## src/rtl/bombsquad_ram_pkg.sv

```systemverilog
// ---------------------------------------------------------------------------
// bombsquad_ram_pkg
//   Shared definitions for the score/level RAM access arbiter:
//   - FSM state encoding (3-bit, legacy-compatible numeric values)
//   - RAM read/write control encoding
//   - default address/data widths used by the interface and the top
// ---------------------------------------------------------------------------
package bombsquad_ram_pkg;

  // Arbiter FSM states.
  localparam logic [2:0] S_CLEAR = 3'd0;
  localparam logic [2:0] S_IDLE  = 3'd1;
  localparam logic [2:0] S_ISSUE = 3'd2;
  localparam logic [2:0] S_WAIT  = 3'd3;
  localparam logic [2:0] S_RDONE = 3'd4;

  // ram_r_w encoding.
  localparam logic RW_READ  = 1'b0;
  localparam logic RW_WRITE = 1'b1;

  // Default RAM geometry.
  localparam int DEFAULT_ADDR_W = 8;
  localparam int DEFAULT_DATA_W = 8;

endpackage

```

## src/rtl/ram_access_arbiter_if.sv

```systemverilog
// ---------------------------------------------------------------------------
// ram_access_arbiter_if
//   Requester-side bus of the RAM access arbiter.
//   req        per-requester access request, held until gnt
//   req_we     per-requester direction (1 = write, 0 = read)
//   req_addr   packed addresses, requester i at [i*ADDR_W +: ADDR_W]
//   req_wdata  packed write data, same packing
//   gnt        one-hot, one-cycle pulse: access issued to the RAM
//   rd_valid   one-hot, one-cycle pulse: rd_data belongs to that requester
//   rd_data    shared read-result register
//   Modports: slave = arbiter side, master = requester side.
// ---------------------------------------------------------------------------
interface ram_access_arbiter_if
  import bombsquad_ram_pkg::*;
#(
  parameter int NUM_REQ = 3,
  parameter int ADDR_W  = DEFAULT_ADDR_W,
  parameter int DATA_W  = DEFAULT_DATA_W
);

  logic [NUM_REQ-1:0]        req;
  logic [NUM_REQ-1:0]        req_we;
  logic [NUM_REQ*ADDR_W-1:0] req_addr;
  logic [NUM_REQ*DATA_W-1:0] req_wdata;
  logic [NUM_REQ-1:0]        gnt;
  logic [NUM_REQ-1:0]        rd_valid;
  logic [DATA_W-1:0]         rd_data;

  modport slave (
    input  req, req_we, req_addr, req_wdata,
    output gnt, rd_valid, rd_data
  );

  modport master (
    output req, req_we, req_addr, req_wdata,
    input  gnt, rd_valid, rd_data
  );

endinterface

```

## src/rtl/rr_pick.sv

```systemverilog
// ---------------------------------------------------------------------------
// rr_pick
//   Combinational round-robin picker. Searches req starting at last+1,
//   last+2, ... modulo NUM_REQ and returns the first set bit.
//   req     request vector
//   last    index of the previous winner
//   any     at least one request is set
//   winner  index of the chosen requester (0 when any = 0)
//   onehot  one-hot form of winner (all zero when any = 0)
// ---------------------------------------------------------------------------
module rr_pick #(
  parameter int NUM_REQ = 3,
  parameter int IDX_W   = $clog2(NUM_REQ)
) (
  input  logic [NUM_REQ-1:0] req,
  input  logic [IDX_W-1:0]   last,
  output logic               any,
  output logic [IDX_W-1:0]   winner,
  output logic [NUM_REQ-1:0] onehot
);

  always_comb begin
    int idx;
    // NOTE: every output gets a default before the search loop; a path that
    // leaves a combinational output unassigned infers a latch.
    any    = 1'b0;
    winner = '0;
    onehot = '0;
    idx    = 0;
    // k = NUM_REQ wraps back to last itself, so it has lowest priority.
    for (int k = 1; k <= NUM_REQ; k++) begin
      idx = (int'(last) + k) % NUM_REQ;
      if (!any && req[idx]) begin
        any    = 1'b1;
        winner = IDX_W'(idx);
      end
    end
    if (any) onehot[winner] = 1'b1;
  end

endmodule

```

## src/rtl/ram_access_arbiter.sv

```systemverilog
// ---------------------------------------------------------------------------
// ram_access_arbiter
//   Sole master of the shared single-port score/level RAM. After reset it
//   zeroes addresses 0..CLEAR_DEPTH-1, then serves one read or write per
//   transaction, chosen round-robin among NUM_REQ requesters. Read results
//   are returned in rd_data with a per-requester rd_valid pulse.
//   Ports:
//     clk           system clock
//     reset         asynchronous, active-low reset
//     bus           requester bus (slave modport of ram_access_arbiter_if)
//     ram_addr      RAM address
//     ram_r_w       RAM control, 1 = write, 0 = read
//     ram_data_out  RAM write data
//     ram_data_in   RAM read data
//     busy          high in every state except IDLE
//   All outputs are registered.
// ---------------------------------------------------------------------------
module ram_access_arbiter
  import bombsquad_ram_pkg::*;
#(
  parameter int NUM_REQ     = 3,
  parameter int ADDR_W      = DEFAULT_ADDR_W,
  parameter int DATA_W      = DEFAULT_DATA_W,
  parameter int CLEAR_DEPTH = 4,
  parameter int RD_LAT      = 1
) (
  input  logic                clk,
  input  logic                reset,
  ram_access_arbiter_if.slave bus,
  output logic [ADDR_W-1:0]   ram_addr,
  output logic                ram_r_w,
  output logic [DATA_W-1:0]   ram_data_out,
  input  logic [DATA_W-1:0]   ram_data_in,
  output logic                busy
);

  localparam int IDX_W = $clog2(NUM_REQ);

  // Parameter sanity, caught at elaboration.
  if (NUM_REQ < 2 || NUM_REQ > 8) begin : g_bad_num_req
    $error("ram_access_arbiter: NUM_REQ must be 2..8");
  end
  if (RD_LAT < 1 || RD_LAT > 4) begin : g_bad_rd_lat
    $error("ram_access_arbiter: RD_LAT must be 1..4");
  end
  if (CLEAR_DEPTH < 0 || (ADDR_W < 31 && CLEAR_DEPTH > (1 << ADDR_W))) begin : g_bad_clear
    $error("ram_access_arbiter: CLEAR_DEPTH exceeds the address space");
  end

  localparam logic [ADDR_W-1:0] CLR_LAST  = ADDR_W'(CLEAR_DEPTH - 1);
  localparam logic [1:0]        WAIT_INIT = 2'(RD_LAT - 1);

  logic [2:0]         state;
  logic [ADDR_W-1:0]  clr_cnt;
  // clr_cnt is only ADDR_W wide, so a full-range clear would wrap it; the
  // separate done flag marks "last word written" independent of the count.
  logic               clr_done;
  logic [IDX_W-1:0]   rr_last;
  logic [1:0]         wait_cnt;

  // Transaction captured at the arbitration edge.
  logic [NUM_REQ-1:0] lat_onehot;
  logic               lat_we;
  logic [ADDR_W-1:0]  lat_addr;
  logic [DATA_W-1:0]  lat_wdata;

  logic               pick_any;
  logic [IDX_W-1:0]   pick_idx;
  logic [NUM_REQ-1:0] pick_onehot;

  rr_pick #(
    .NUM_REQ (NUM_REQ),
    .IDX_W   (IDX_W)
  ) u_rr_pick (
    .req    (bus.req),
    .last   (rr_last),
    .any    (pick_any),
    .winner (pick_idx),
    .onehot (pick_onehot)
  );

  // NOTE: all state here is sequential and uses non-blocking assignments so
  // every register samples the pre-edge value of every other register.
  always_ff @(posedge clk or negedge reset) begin
    if (!reset) begin
      state        <= S_CLEAR;
      clr_cnt      <= '0;
      clr_done     <= (CLEAR_DEPTH == 0);
      rr_last      <= IDX_W'(NUM_REQ - 1);
      wait_cnt     <= '0;
      lat_onehot   <= '0;
      lat_we       <= RW_READ;
      lat_addr     <= '0;
      lat_wdata    <= '0;
      bus.gnt      <= '0;
      bus.rd_valid <= '0;
      bus.rd_data  <= '0;
      ram_addr     <= '0;
      ram_r_w      <= RW_READ;
      ram_data_out <= '0;
      busy         <= 1'b1;
    end else begin
      // Grant and valid are single-cycle pulses.
      bus.gnt      <= '0;
      bus.rd_valid <= '0;

      unique case (state)
        S_CLEAR: begin
          if (clr_done) begin
            ram_r_w <= RW_READ;
            state   <= S_IDLE;
            busy    <= 1'b0;
          end else begin
            ram_addr     <= clr_cnt;
            ram_data_out <= '0;
            ram_r_w      <= RW_WRITE;
            clr_cnt      <= clr_cnt + 1'b1;
            if (clr_cnt == CLR_LAST) clr_done <= 1'b1;
          end
        end

        S_IDLE: begin
          ram_r_w <= RW_READ;
          if (pick_any) begin
            lat_onehot <= pick_onehot;
            lat_we     <= bus.req_we[pick_idx];
            lat_addr   <= bus.req_addr[int'(pick_idx)*ADDR_W +: ADDR_W];
            lat_wdata  <= bus.req_wdata[int'(pick_idx)*DATA_W +: DATA_W];
            rr_last    <= pick_idx;
            state      <= S_ISSUE;
            busy       <= 1'b1;
          end
        end

        S_ISSUE: begin
          ram_addr     <= lat_addr;
          ram_r_w      <= lat_we;
          ram_data_out <= lat_wdata;
          bus.gnt      <= lat_onehot;
          if (lat_we == RW_WRITE) begin
            state <= S_IDLE;
            busy  <= 1'b0;
          end else begin
            wait_cnt <= WAIT_INIT;
            state    <= S_WAIT;
          end
        end

        S_WAIT: begin
          ram_r_w <= RW_READ;
          if (wait_cnt == 2'd0) begin
            bus.rd_data <= ram_data_in;
            state       <= S_RDONE;
          end else begin
            wait_cnt <= wait_cnt - 1'b1;
          end
        end

        S_RDONE: begin
          bus.rd_valid <= lat_onehot;
          state        <= S_IDLE;
          busy         <= 1'b0;
        end

        default: begin
          state <= S_CLEAR;
          busy  <= 1'b1;
        end
      endcase
    end
  end

endmodule

```

## src/flat_wrapper.sv

```systemverilog
// flat-port wrapper written by rule: the top's interface ports become plain ports
module ram_access_arbiter_flat import bombsquad_ram_pkg::*;
#(
  parameter int NUM_REQ     = 3,
  parameter int ADDR_W      = DEFAULT_ADDR_W,
  parameter int DATA_W      = DEFAULT_DATA_W,
  parameter int CLEAR_DEPTH = 4,
  parameter int RD_LAT      = 1
)
  (clk, reset, ram_addr, ram_r_w, ram_data_out, ram_data_in, busy, bus_req, bus_req_we, bus_req_addr, bus_req_wdata, bus_gnt, bus_rd_valid, bus_rd_data);
  ram_access_arbiter_if #(.NUM_REQ(NUM_REQ), .ADDR_W(ADDR_W), .DATA_W(DATA_W)) bus_i ();
  input  logic clk;
  input  logic reset;
  output logic [ADDR_W-1:0] ram_addr;
  output logic ram_r_w;
  output logic [DATA_W-1:0] ram_data_out;
  input  logic [DATA_W-1:0] ram_data_in;
  output logic busy;
  input wire logic [$bits(bus_i.req)-1:0] bus_req;
  input wire logic [$bits(bus_i.req_we)-1:0] bus_req_we;
  input wire logic [$bits(bus_i.req_addr)-1:0] bus_req_addr;
  input wire logic [$bits(bus_i.req_wdata)-1:0] bus_req_wdata;
  output wire logic [$bits(bus_i.gnt)-1:0] bus_gnt;
  output wire logic [$bits(bus_i.rd_valid)-1:0] bus_rd_valid;
  output wire logic [$bits(bus_i.rd_data)-1:0] bus_rd_data;
  assign bus_i.req = bus_req;
  assign bus_i.req_we = bus_req_we;
  assign bus_i.req_addr = bus_req_addr;
  assign bus_i.req_wdata = bus_req_wdata;
  assign bus_gnt = bus_i.gnt;
  assign bus_rd_valid = bus_i.rd_valid;
  assign bus_rd_data = bus_i.rd_data;
  ram_access_arbiter #(.NUM_REQ(NUM_REQ), .ADDR_W(ADDR_W), .DATA_W(DATA_W), .CLEAR_DEPTH(CLEAR_DEPTH), .RD_LAT(RD_LAT)) u_core (.clk(clk), .reset(reset), .bus(bus_i), .ram_addr(ram_addr), .ram_r_w(ram_r_w), .ram_data_out(ram_data_out), .ram_data_in(ram_data_in), .busy(busy));
endmodule
```

## config.mk

```make
export PLATFORM = sky130hd
export DESIGN_NAME = ram_access_arbiter_flat
export DESIGN_NICKNAME = d
export VERILOG_FILES = /design/src/rtl/bombsquad_ram_pkg.sv /design/src/rtl/ram_access_arbiter_if.sv /design/src/rtl/rr_pick.sv /design/src/rtl/ram_access_arbiter.sv /design/src/flat_wrapper.sv
export SDC_FILE = /design/constraint.sdc
export NUM_CORES = 1
export LEC_CHECK = 0
export ABC_AREA = 1
export BUFFER_PORTS_ARGS = -buffer_cell sky130_fd_sc_hd__buf_2
export CORE_MARGIN = 2
export CORE_UTILIZATION = 40
export DETAILED_ROUTE_END_ITERATION = 6
export SLEW_MARGIN = 0
export SYNTH_ARGS = -nofsm -noshare
export SYNTH_HDL_FRONTEND = slang
export SYNTH_HIERARCHICAL = 1
export SYNTH_SLANG_ARGS = --single-unit
```

## constraint.sdc

```tcl
create_clock -name clk -period 2.6 [get_ports clk]
set_clock_uncertainty 0.2 [all_clocks]
set_input_delay 0.13 -clock clk [delete_from_list [all_inputs] [get_ports clk]]
set_output_delay 0.13 -clock clk [all_outputs]
set_load 0.01 [all_outputs]
```

==> results of run 1 <==
==> cells by family (layout without fill, tap and decap cells) <==
| kind of cell | Yosys count | after routing | synth area share |
|---|---|---|---|
| adder cells (fa/ha/maj) | 5 | 5 | 0.0177 |
| AND/OR/NAND/NOR | 304 | 304 | 0.350 |
| AO/OA/AOI/OAI | 51 | 51 | 0.0732 |
| flip-flops | 68 | 68 | 0.481 |
| buffers and inverters | 52 | 201 | 0.0675 |
| XOR/XNOR | 4 | 4 | 0.00990 |
==> timing repair <==
action / 4_1_cts / 5_1_grt
pin swaps: 0 / 2
setup buffers: 0 / 3
gates cloned: 0 / 0
hold buffers: 40 / 1
gates resized for setup: 2 / 17
endpoints found under the hold margin: 41 / 1
setup endpoints to repair: 3 / 17
==> power breakdown <==
group / total (µW) / internal [µW] / switching (µW)
clock network: 959 / 566 / 394
registers: 1760 / 1490 / 264
logic: 2640 / 990 / 1650
==> worst min-delay path, cell delays in order <==
cell	delay, ns
buf_2	0.08
nand2_1	0.05
a21oi_1	0.14
o21ai_1	0.07
nand2_1	0.05
==> flip-flops by register name (all words and copies together), names as in the netlist, 2 cells and up <==
signal and count:
u_core/ram_data_out 8, u_core/bus.gnt 3, u_core/lat_onehot 3, u_core/clr_cnt 8
u_core/wait_cnt 2, u_core/lat_wdata 8, u_core/ram_addr 8, u_core/bus.rd_valid 3
u_core/lat_addr 8, u_core/bus.rd_data 8, u_core/rr_last 2, u_core/state 3
==> routing by layer <==
metal  routed length (µm)  vias up  GRT usage
met5                    0        -          0
met4                   77        0     0.0502
met3                  465       10     0.0444
met2                 4540       95      0.336
met1                 4220     1593      0.264
li1                     -     1792          -
==> synthesized netlist by cell type <==
master,n,area [µm²]
nand2_1,229,860
dfrtp_1,66,1650
nor2_1,41,154
o21ai_0,31,155
inv_1,26,97.6
a21oi_1,16,80.1
nand3_1,16,80.1
inv_2,9,33.8
buf_2,8,40.0
ha_1,5,62.6
nand2_2,4,25.0
buf_4,3,22.5
buf_6,3,33.8
nand4_1,3,18.8
xor2_1,3,26.3
dfstp_2,2,52.6
nor2_2,2,12.5
nor2_4,2,22.5
o21ai_1,2,10.0
a31oi_1,1,6.26
buf_1,1,3.75
clkbuf_1,1,3.75
clkinv_1,1,3.75
nand2_4,1,11.3
nand3_2,1,10.0
nand3_4,1,17.5
nor3_1,1,5.00
nor3_2,1,10.0
nor3b_1,1,7.51
o211ai_1,1,7.51
or2_0,1,6.26
xnor2_1,1,8.76
==> per-stage QoR <==
step	power (µW)	utilization	TNS (ns)
2_1_floorplan	3530	-	0
3_3_place_gp	4210	0.479	0
3_5_place_dp	4260	0.479	-0.0291
4_1_cts	5300	0.551	0
5_1_grt	5870	0.557	-0.0289
6_report	5360	0.557	0
==> how the worst max path moves through the flow <==
stage | end | slack [ns]
detailed placement | u_core/lat_addr[3]$_DFFE_PN0P_ | -0.02
global placement | u_core/lat_addr[1]$_DFFE_PN0P_ | 0.12
floorplan | u_core/lat_addr[1]$_DFFE_PN0P_ | 0.25
CTS | u_core/lat_addr[3]$_DFFE_PN0P_ | 0.01
global route | u_core/lat_wdata[2]$_DFFE_PN0P_ | -0.007
finish | u_core/lat_addr[3]$_DFFE_PN0P_ | 0.16
==> layout make-up <==
type	count	area [µm²]
clock buffers	12	145
well taps	108	135
repair buffers	149	996
inverters	36	135
fillers	833	3830
clock inverters	4	72.6
flip-flops and latches	68	1700
multi-input cells	364	1620
==> flow_summary_export.csv, run 1 <==
group,metric,value,unit
drt,drt-pass1-iter-count,4,
cells_and_area,final_cell_mix,"nand2_1, buf_2, dfrtp_1, dlygate4sd3_1, nor2_1",
setup_path,setup.worst_path.start,"u_core/rr_last[1]$_DFFE_PN1P_",
sta,drv_slew,0,
pwr,power.density,1110,nW/µm²
setup_path,crit_type,"reg -> reg",
placed_design,dp_worst_setup_slack,-0.0231,ns
floorplan,fp.coreArea,8640,µm²
pwr,leakage,0.00265,µW
setup_path,path_cells,"inv_1, ha_1, o21ai_1, nand2_1, nor2_2, nand2_2, nand2_4, inv_1, buf_12, nand2_1, a21oi_1, o21ai_1, nand2_1",
setup_path,r2r_cells,13,
drt,drtAntennaViolNets,0,
sta,fmax,0.410,GHz
setup_path,cp-end-kind,"flip-flop",
yosys,yosysWarnings,6,
sta,whs,0.00766,ns
yosys,syn_nets,553,
clocking,cts.sinks,68,
placed_design,portBuffers,95,
setup_path,crit_fanout,22,
floorplan,io_pins,96,
sta,layout_min_cycle_time,2.44,ns
drt,vias,3490,
setup_path,path_buf_inv,3,
cells_and_area,final_area,4810,µm²
floorplan,std_cell_rows,34,
setup_path,cp.depth,13,
cells_and_area,final_common_cell,"nand2_1",
floorplan,die_h,98.1,µm
sta,setup_ws,0.160,ns
global_route,grt_pass1_vias,3411,
cells_and_area,area_growth,35.8,%
yosys,synth_seq_cells,68,
sta,setup_viol,0,
setup_path,r2r_start,"u_core/rr_last[1]$_DFFE_PN1P_",
worst_hold_path,min_path_cells,5,
setup_path,cp.arrival,2.46,ns
setup_path,critPathTopFamily,"flip-flops",
cells_and_area,nets,697,
yosys,netlist_area,3540,µm²
clocking,clock_latency,0.34,ns
floorplan,start_util,0.410,
worst_hold_path,whs_endpoint,"u_core/lat_wdata[7]$_DFFE_PN0P_",
drt,drt-initial-drc-count,114,
yosys,ys_types,32,
drt,wirelength,9300,µm
cells_and_area,antenna_cells,0,
global_route,grt_pass1_wl,15600,µm
placed_design,place_congestion,0.813,
cells_and_area,layout-drive-gt1-share,0.235,
run,cap_viol_max_count,0,
clocking,htreeDepth,3,
setup_path,cpMostUsedCell,"nand2_1",
setup_path,slowest_delay,0.57,ns
floorplan,die_area,9620,µm²
sta,finalCritPeriodShare,0.938,
sta,worst_pin_slew,0.441,ns
clocking,ctsRootBufferMaster,"clkbuf_8",
placed_design,placed_cells,681,
yosys,seq_area_frac_synth,0.481,
setup_path,cp.required,2.62,ns
setup_path,crit_slowest_cell,"dfstp_2",
sta,maxSlewHeadroom,0.706,
placed_design,hpwl,6350,µm
global_route,grt_max_degree,28,
global_route,grt_overflow,0,
worst_hold_path,hold_path_class,"in -> reg",
yosys,synth_area_per_cell,7.31,µm²
clocking,numCtsBuffers,9,
clocking,cts_tree,"done",
placed_design,placed_area,4130,µm²
worst_hold_path,min_from,"bus_req_wdata[15]",
global_route,grt_usage,0.200,
drt,viasPerCell,4.71,
setup_path,reg2reg_to,"u_core/lat_addr[3]$_DFFE_PN0P_",
drt,wl_per_cell,12.5,µm
drt,drc,0,
clocking,clk_path_buf_depth,2,
run_status,status,"finished clean",
pwr,vdd_drop_max,0.576,mV
cells_and_area,final_cells,741,
sta,hold_viol,0,
yosys,synthCells,484,
setup_path,r2r_slack,0.16,ns
floorplan,die_w,98.1,µm
global_route,antenna_found_initial,0,
clocking,clkTransAtPathRegs,0.07,ns
setup_path,startpoint_type,"flip-flop",
(Power assumes the default switching activity.)
==> run 2: changes to the inputs <==
--- a/config.mk
+++ b/config.mk
@@ -10,8 +10,8 @@
 export CORE_MARGIN = 2
 export CORE_UTILIZATION = 40
 export DETAILED_ROUTE_END_ITERATION = 6
+export PLACE_DENSITY = 0.67
 export SLEW_MARGIN = 0
 export SYNTH_ARGS = -nofsm -noshare
 export SYNTH_HDL_FRONTEND = slang
-export SYNTH_HIERARCHICAL = 1
 export SYNTH_SLANG_ARGS = --single-unit
==> run 2 against run 1 <==
Effect of this change:
- hold slack better by 0.17 ns
- die area grew 7.2%
- flip-flop and latch count did not move
- non-clock buffer count rose by 13
- critical endpoint is now u_core.lat_addr[5]$_DFFE_PN0P_
==> flow_summary_export.csv, run 2 <==
group,metric,value,unit
sta,setup_viol,0,
drt,wirelength,9660,µm
yosys,ys_types,41,
drt,drc,0,
sta,rsz0062_at_grt,"false",
pwr,vdd_drop_max,0.631,mV
setup_path,reg2reg_to,"u_core.lat_addr[5]$_DFFE_PN0P_",
cells_and_area,area_growth,35.2,%
yosys,synth_top_cell_area_share,0.434,
clocking,ctsRootBufferMaster,"clkbuf_8",
floorplan,std_cell_rows,35,
clocking,htreeDepth,3,
cells_and_area,nets,701,
worst_hold_path,hold_path_class,"in -> async",
cells_and_area,layout-drive-gt1-share,0.261,
yosys,seq_area_frac_synth,0.448,
drt,drt-initial-drc-count,175,
sta,layout_min_cycle_time,2.40,ns
run,cap_viol_max_count,0,
clocking,cts_tree,"done",
setup_path,cp-end-kind,"flip-flop",
global_route,use_met2,0.328,
global_route,grt-busiest-layer,"met2",
sta,worst_pin_slew,0.664,ns
yosys,yosysTopAreaCell,"dfrtp_1",
clocking,numCtsBuffers,9,
run_status,status,"finished clean",
cells_and_area,final_util,0.557,
yosys,synth_seq_cells,68,
yosys,synthTopCellsByCount,"nand2_1, inv_1, dfrtp_1, nand3_1, nor2_1",
floorplan,io_pins,96,
drt,viasPerCell,4.62,
drt,drtAntennaViolNets,0,
pwr,power.density,1120,nW/µm²
global_route,use_met3,0.0352,
setup_path,crit_fanout,11,
floorplan,start_util,0.412,
setup_path,cp.required,2.68,ns
pwr,leakage,0.00277,µW
global_route,grtUsageMet1,0.245,
yosys,yosysWarnings,0,
cells_and_area,antenna_cells,0,
global_route,grt_pass1_wl,15700,µm
yosys,yosysMostFrequentCell,"nand2_1",
floorplan,die_h,102,µm
yosys,synthCells,474,
setup_path,r2r_start,"u_core.rr_last[0]$_DFFE_PN0P_",
setup_path,r2r_cells,13,
placed_design,place_congestion,0.805,
global_route,grt_usage,0.192,
floorplan,die_area,10300,µm²
sta,fmax,0.416,GHz
global_route,grt_overflow,0,
clocking,clk_path_buf_depth,2,
placed_design,portBuffers,95,
drt,vias,3534,
global_route,grt_pass1_vias,3511,
floorplan,die_w,102,µm
yosys,synth_area_per_cell,8.03,µm²
cells_and_area,final_cell_mix,"nand2_1, buf_2, inv_1, nand3_1, dfrtp_1",
yosys,synth_edf_count,0,
global_route,grt_max_degree,35,
setup_path,cp.arrival,2.48,ns
clocking,clock_latency,0.34,ns
sta,drv_slew,0,
global_route,antenna_found_initial,0,
pwr,finalPower,5740,µW
yosys,syn_nets,544,
clocking,clkTransAtPathRegs,0.08,ns
sta,maxSlewHeadroom,0.557,
yosys,synth_ff_type,"dfrtp_1",
setup_path,r2r_slack,0.20,ns
yosys,netlist_area,3800,µm²
sta,setup_tns,0,ns
cells_and_area,final_common_cell,"nand2_1",
placed_design,hpwl,6800,µm
drt,drt-pass1-iter-count,4,
floorplan,fp.coreArea,9240,µm²
sta,finalCritPeriodShare,0.924,
setup_path,crit_type,"reg -> reg",
yosys,yosys-top-cells-area,"dfrtp_1, nand2_1, nand3_1",
cells_and_area,fillers,829,
sta,hold_viol,0,
drt,wl_per_cell,12.6,µm
yosys,synthArstFlopShare,1.00,
clocking,cts.sinks,68,
setup_path,startpoint_type,"flip-flop",
[run 2: cell count changes after synthesis, moves of 6 or more]
cell and change:
inv_2 -6, nor2_1 -12, nand3_2 +10, a31oi_1 +6
buf_2 -6, nand2_1 -89, inv_1 +43, a21oi_1 -14
nand3_1 +50, nand2_2 +14, o21ai_0 -24
[run 2: power by group]
| part | switching [µW] | total (µW) | internal, µW |
|---|---|---|---|
| Sequential | 286 | 1800 | 1520 |
| Combinational | 1970 | 3060 | 1090 |
| Clock | 409 | 876 | 467 |
[run 2: cell type report]
cell class / instances / area [µm²] / share of cell area
multi-input combinational: 317 / 1670 / 0.324
inverter: 73 / 279 / 0.0542
sequential: 68 / 1700 / 0.331
clock buffer: 10 / 138 / 0.0268
clock inverter: 6 / 63.8 / 0.0124
tap: 129 / 161 / 0.0314
timing repair buffer: 162 / 1130 / 0.220
[run 2: kinds of logic (layout without fill, tap and decap cells)]
logic type | after synthesis | in the layout | synth area share
simple gates | 280 | 280 | 0.361
buf+inv | 89 | 251 | 0.114
flops | 68 | 68 | 0.448
compound gates | 24 | 24 | 0.0408
xor+xnor | 7 | 7 | 0.0161
fa+ha+maj | 6 | 6 | 0.0197
[run 2: per-layer routing]
metal | vias up | share of wire
li1 | 1796 | -
met2 | 103 | 0.50
met4 | 0 | 0.014
met5 | - | 0
met3 | 14 | 0.042
met1 | 1621 | 0.44
[run 2: worst max-delay path by stage]
stage,start,endpoint,cells past startpoint
2_1_floorplan,u_core.rr_last[1]$_DFFE_PN1P_,u_core.lat_addr[5]$_DFFE_PN0P_,11
3_3_place_gp,u_core.rr_last[1]$_DFFE_PN1P_,u_core.lat_addr[5]$_DFFE_PN0P_,13
3_5_place_dp,u_core.rr_last[0]$_DFFE_PN0P_,u_core.lat_addr[5]$_DFFE_PN0P_,12
4_1_cts,u_core.rr_last[0]$_DFFE_PN0P_,u_core.lat_addr[5]$_DFFE_PN0P_,12
5_1_grt,u_core.rr_last[0]$_DFFE_PN0P_,u_core.lat_wdata[7]$_DFFE_PN0P_,13
6_report,u_core.rr_last[0]$_DFFE_PN0P_,u_core.lat_addr[5]$_DFFE_PN0P_,13
[run 2: per-stage QoR]
step | cell area [µm²] | worst slack [ns] | hold slack [ns] | std cells
detailed placement | 4330 | 0.145 | -0.238 | 688
CTS | 5140 | 0.123 | 0.160 | 765
global route | 5140 | 0.0140 | 0.213 | 765
floorplan | 3800 | 0.483 | -0.366 | 474
finish | 5140 | 0.198 | 0.180 | 765
global placement | 4330 | 0.239 | -0.238 | 688
[run 2: worst max-delay path, stage by stage, from the launching register on]
cell     delay (ns)
dfrtp_1        0.40
inv_1          0.09
ha_2           0.45
inv_4          0.06
nand2_1        0.07
nand3_1        0.09
nand2_2        0.16
nand4_2        0.15
nand2_4        0.17
buf_4          0.20
nand3_1        0.12
nand2_1        0.08
inv_1          0.04
nand2_1        0.06
[run 2: timing repair]
action	4_1_cts	5_1_grt
hold buffers	61	0
hold endpoints to repair	91	0
endpoints found under the setup margin	0	19
buffers inserted	0	0
resized for setup	0	3
==> run 3: changes to the inputs <==
--- a/config.mk
+++ b/config.mk
@@ -5,13 +5,13 @@
 export SDC_FILE = /design/constraint.sdc
 export NUM_CORES = 1
 export LEC_CHECK = 0
-export ABC_AREA = 1
+export ABC_AREA = 0
 export BUFFER_PORTS_ARGS = -buffer_cell sky130_fd_sc_hd__buf_2
 export CORE_MARGIN = 2
-export CORE_UTILIZATION = 40
+export CORE_UTILIZATION = 52
 export DETAILED_ROUTE_END_ITERATION = 6
-export PLACE_DENSITY = 0.67
-export SLEW_MARGIN = 0
+export PLACE_DENSITY = 0.84
+export SLEW_MARGIN = 20
 export SYNTH_ARGS = -nofsm -noshare
 export SYNTH_HDL_FRONTEND = slang
 export SYNTH_SLANG_ARGS = --single-unit
==> run 3 against run 2 <==
Effect of this change:
- the run now ends with negative setup slack left
- wire length up 21%
- non-clock buffer count rose by 9
- clock power is 14% lower
- critical path depth decreased by 3
- first-iteration DRC count up 120%
- die area is 33% lower
- synthesized cell count fell by 35%
- hold slack lost 0.12 ns
- core utilization grew 23 points
- sequential power about the same
- via count decreased by 4.6%
- critical path type unchanged
- critical endpoint is now u_core.lat_addr[1]$_DFFE_PN0P_
- highest routed layer unchanged
==> flow_summary_export.csv, run 3 <==
group,metric,value,unit
clocking,clk_path_buf_depth,2,
yosys,synth_edf_count,0,
sta,setup_ws,-0.0475,ns
yosys,synth_area_per_cell,10.6,µm²
clocking,numCtsBuffers,9,
sta,hold_viol,0,
cells_and_area,fillers,340,
placed_design,portBuffers,95,
floorplan,io_pins,96,
setup_path,reg2reg_to,"u_core.lat_addr[1]$_DFFE_PN0P_",
cells_and_area,antenna_cells,0,
clocking,clock_latency,0.34,ns
yosys,synthArstFlopShare,1.00,
clocking,cts_tree,"done",
global_route,grt_pass1_wl,17300,µm
yosys,ys_types,47,
drt,vias,3371,
setup_path,r2r_slack,-0.05,ns
global_route,grt_usage,0.319,
yosys,netlist_area,3250,µm²
sta,worst_pin_slew,0.530,ns
setup_path,crit_fanout,8,
cells_and_area,register_area,1700,µm²
clocking,htreeDepth,3,
cells_and_area,final_util,0.791,
yosys,synthCells,307,
run,cap_viol_max_count,0,
cells_and_area,multi_input_area,1510,µm²
placed_design,placed_cells,470,
sta,fmax,0.378,GHz
global_route,antenna_found_initial,0,
yosys,synthTopCellsByCount,"dfrtp_1, nand2_1, mux2i_1, o21ai_0, a21oi_1",
floorplan,start_util,0.543,
yosys,yosysTopAreaCell,"dfrtp_1",
cells_and_area,area_growth,45.8,%
pwr,power.density,1220,nW/µm²
yosys,seq_area_frac_synth,0.524,
global_route,grt_overflow,0,
floorplan,fp.coreArea,5990,µm²
pwr,vdd_drop_max,0.908,mV
global_route,grt_pass1_vias,3337,
pwr,leakage,0.00229,µW
setup_path,slowest_delay,0.58,ns
yosys,yosys-top-cells-area,"dfrtp_1, mux2i_1, nand2_1",
sta,setup_viol,3,
run_status,violations,"negative setup slack",
yosys,yosysMostFrequentCell,"dfrtp_1",
cells_and_area,final_common_cell,"buf_2",
floorplan,std_cell_rows,28,
cells_and_area,nets,542,
drt,drt-initial-drc-count,389,
cells_and_area,final_cell_mix,"buf_2, dfrtp_1, dlygate4sd3_1, nand2_1, o21ai_0",
setup_path,path_cells,"inv_1, ha_2, nor2b_1, a2bb2oi_2, o21ai_0, o21ai_2, buf_4, buf_12, mux2i_2, a21oi_1",
placed_design,place_congestion,0.842,
global_route,grt_max_degree,37,
drt,wl_per_cell,21.1,µm
clocking,ctsRootBufferMaster,"clkbuf_8",
setup_path,cp-end-kind,"flip-flop",
sta,maxSlewHeadroom,0.642,
yosys,synth_seq_cells,68,
setup_path,crit_type,"reg -> reg",
setup_path,r2r_start,"u_core.rr_last[1]$_DFFE_PN1P_",
floorplan,die_w,83.1,µm
setup_path,cp.required,2.61,ns
clocking,cts.sinks,68,
floorplan,die_h,83.1,µm
yosys,synth_ff_type,"dfrtp_1",
setup_path,startpoint_type,"flip-flop",
placed_design,hpwl,6000,µm
setup_path,cp.arrival,2.66,ns
yosys,yosysWarnings,0,
yosys,syn_nets,377,
drt,drc,0,
sta,finalCritPeriodShare,1.02,
cells_and_area,final_cells,552,
sta,layout_min_cycle_time,2.65,ns
cells_and_area,layout-drive-gt1-share,0.325,
sta,drv_slew,0,
run_status,status,"finished with violations",
floorplan,die_area,6900,µm²
drt,drtAntennaViolNets,0,
drt,wirelength,11700,µm
yosys,synth_top_cell_area_share,0.508,
setup_path,r2r_cells,10,
drt,drt-pass1-iter-count,6,
setup_path,crit_slowest_cell,"dfstp_2",
clocking,clkTransAtPathRegs,0.08,ns
worst_hold_path,hold_path_class,"in -> async",
drt,viasPerCell,6.11,
==> run 3: cell types whose count changed after synthesis, moves of 11 or more <==
cell / before / now
nand2_1: 140 / 37
nand2_2: 18 / 1
inv_1: 69 / 10
o22ai_1: 1 / 17
o21ai_0: 7 / 26
a21oi_1: 2 / 20
nand3_1: 66 / 6
mux2i_1: 0 / 30
nand3_2: 11 / 0
nor2_1: 29 / 11
==> run 3: what timing repair did <==
item	4_1_cts	5_1_grt
pin swaps	0	2
endpoints found under the hold margin	60	0
gates resized for setup	5	15
setup endpoints to repair	20	21
setup buffers	1	4
cloned	0	1
hold buffers	60	0
==> run 3: kinds of logic (layout without fill, tap and decap cells) <==
family,count (synthesis),after routing,synth area share
AO/OA/AOI/OAI,81,81,0.154
flip-flops,68,68,0.524
multiplexers,39,39,0.124
XOR/XNOR,7,7,0.0189
AND/OR/NAND/NOR,79,79,0.114
buffers and inverters,27,197,0.0423
adder cells (fa/ha/maj),6,6,0.0231
==> run 3: power breakdown <==
part           switching, µW  total (µW)  leakage, µW  internal [µW]
clock network            407         751    0.0000812            344
logic                   1770        3210      0.00139           1450
registers                330        1830     0.000821           1500
==> run 3: cell type report <==
cell class,count,share of cell area
Tap cell,75,0.0198
Inverter,10,0.00792
Timing Repair Buffer,171,0.262
Clock buffer,13,0.0293
Sequential cell,68,0.359
Clock inverter,3,0.00317
Multi-Input combinational cell,212,0.318
==> run 3: metrics by stage <==
step	hold WS, ns	area, µm²	setup WS [ns]	TNS (ns)	total power, µW
global route	0.0912	4740	-0.0804	-0.229	6040
floorplan	-0.366	3250	0.216	0	3470
detailed placement	-0.114	3830	-0.151	-2.29	4260
CTS	0.0602	4610	0.0230	0	5110
finish	0.0608	4740	-0.0475	-0.0644	5790
global placement	-0.114	3830	0.0106	0	4120
==> run 3: how the worst max path moves through the flow <==
stage	endpoint	depth (start not counted)	from	slack, ns
6_report	u_core.lat_addr[1]$_DFFE_PN0P_	10	u_core.rr_last[1]$_DFFE_PN1P_	-0.05
5_1_grt	u_core.lat_addr[0]$_DFFE_PN0P_	9	u_core.rr_last[1]$_DFFE_PN1P_	-0.08
4_1_cts	u_core.lat_wdata[3]$_DFFE_PN0P_	9	u_core.rr_last[1]$_DFFE_PN1P_	0.02
3_5_place_dp	u_core.lat_wdata[3]$_DFFE_PN0P_	9	u_core.rr_last[1]$_DFFE_PN1P_	-0.15
3_3_place_gp	u_core.lat_addr[1]$_DFFE_PN0P_	9	u_core.rr_last[1]$_DFFE_PN1P_	0.01
2_1_floorplan	u_core.lat_addr[5]$_DFFE_PN0P_	10	u_core.rr_last[1]$_DFFE_PN1P_	0.22
==> run 3: worst max-delay path, delay by kind of cell (launching register included) <==
kind	cells	cell delay, ns
DFF	1	0.58
and+or+nand+nor	1	0.17
adders and majority gates	1	0.23
AOI/OAI and AO/OA	4	0.65
muxes	1	0.28
buffers and inverters	3	0.40
==> run 3: layer usage <==
metal  GRT usage  part of all wire  vias to the layer above
li1            -                 -                     1431
met1       0.378              0.37                     1637
met2       0.573              0.52                      251
met3      0.0676             0.072                       52
met4       0.107             0.039                        0
met5           0                 0                        -
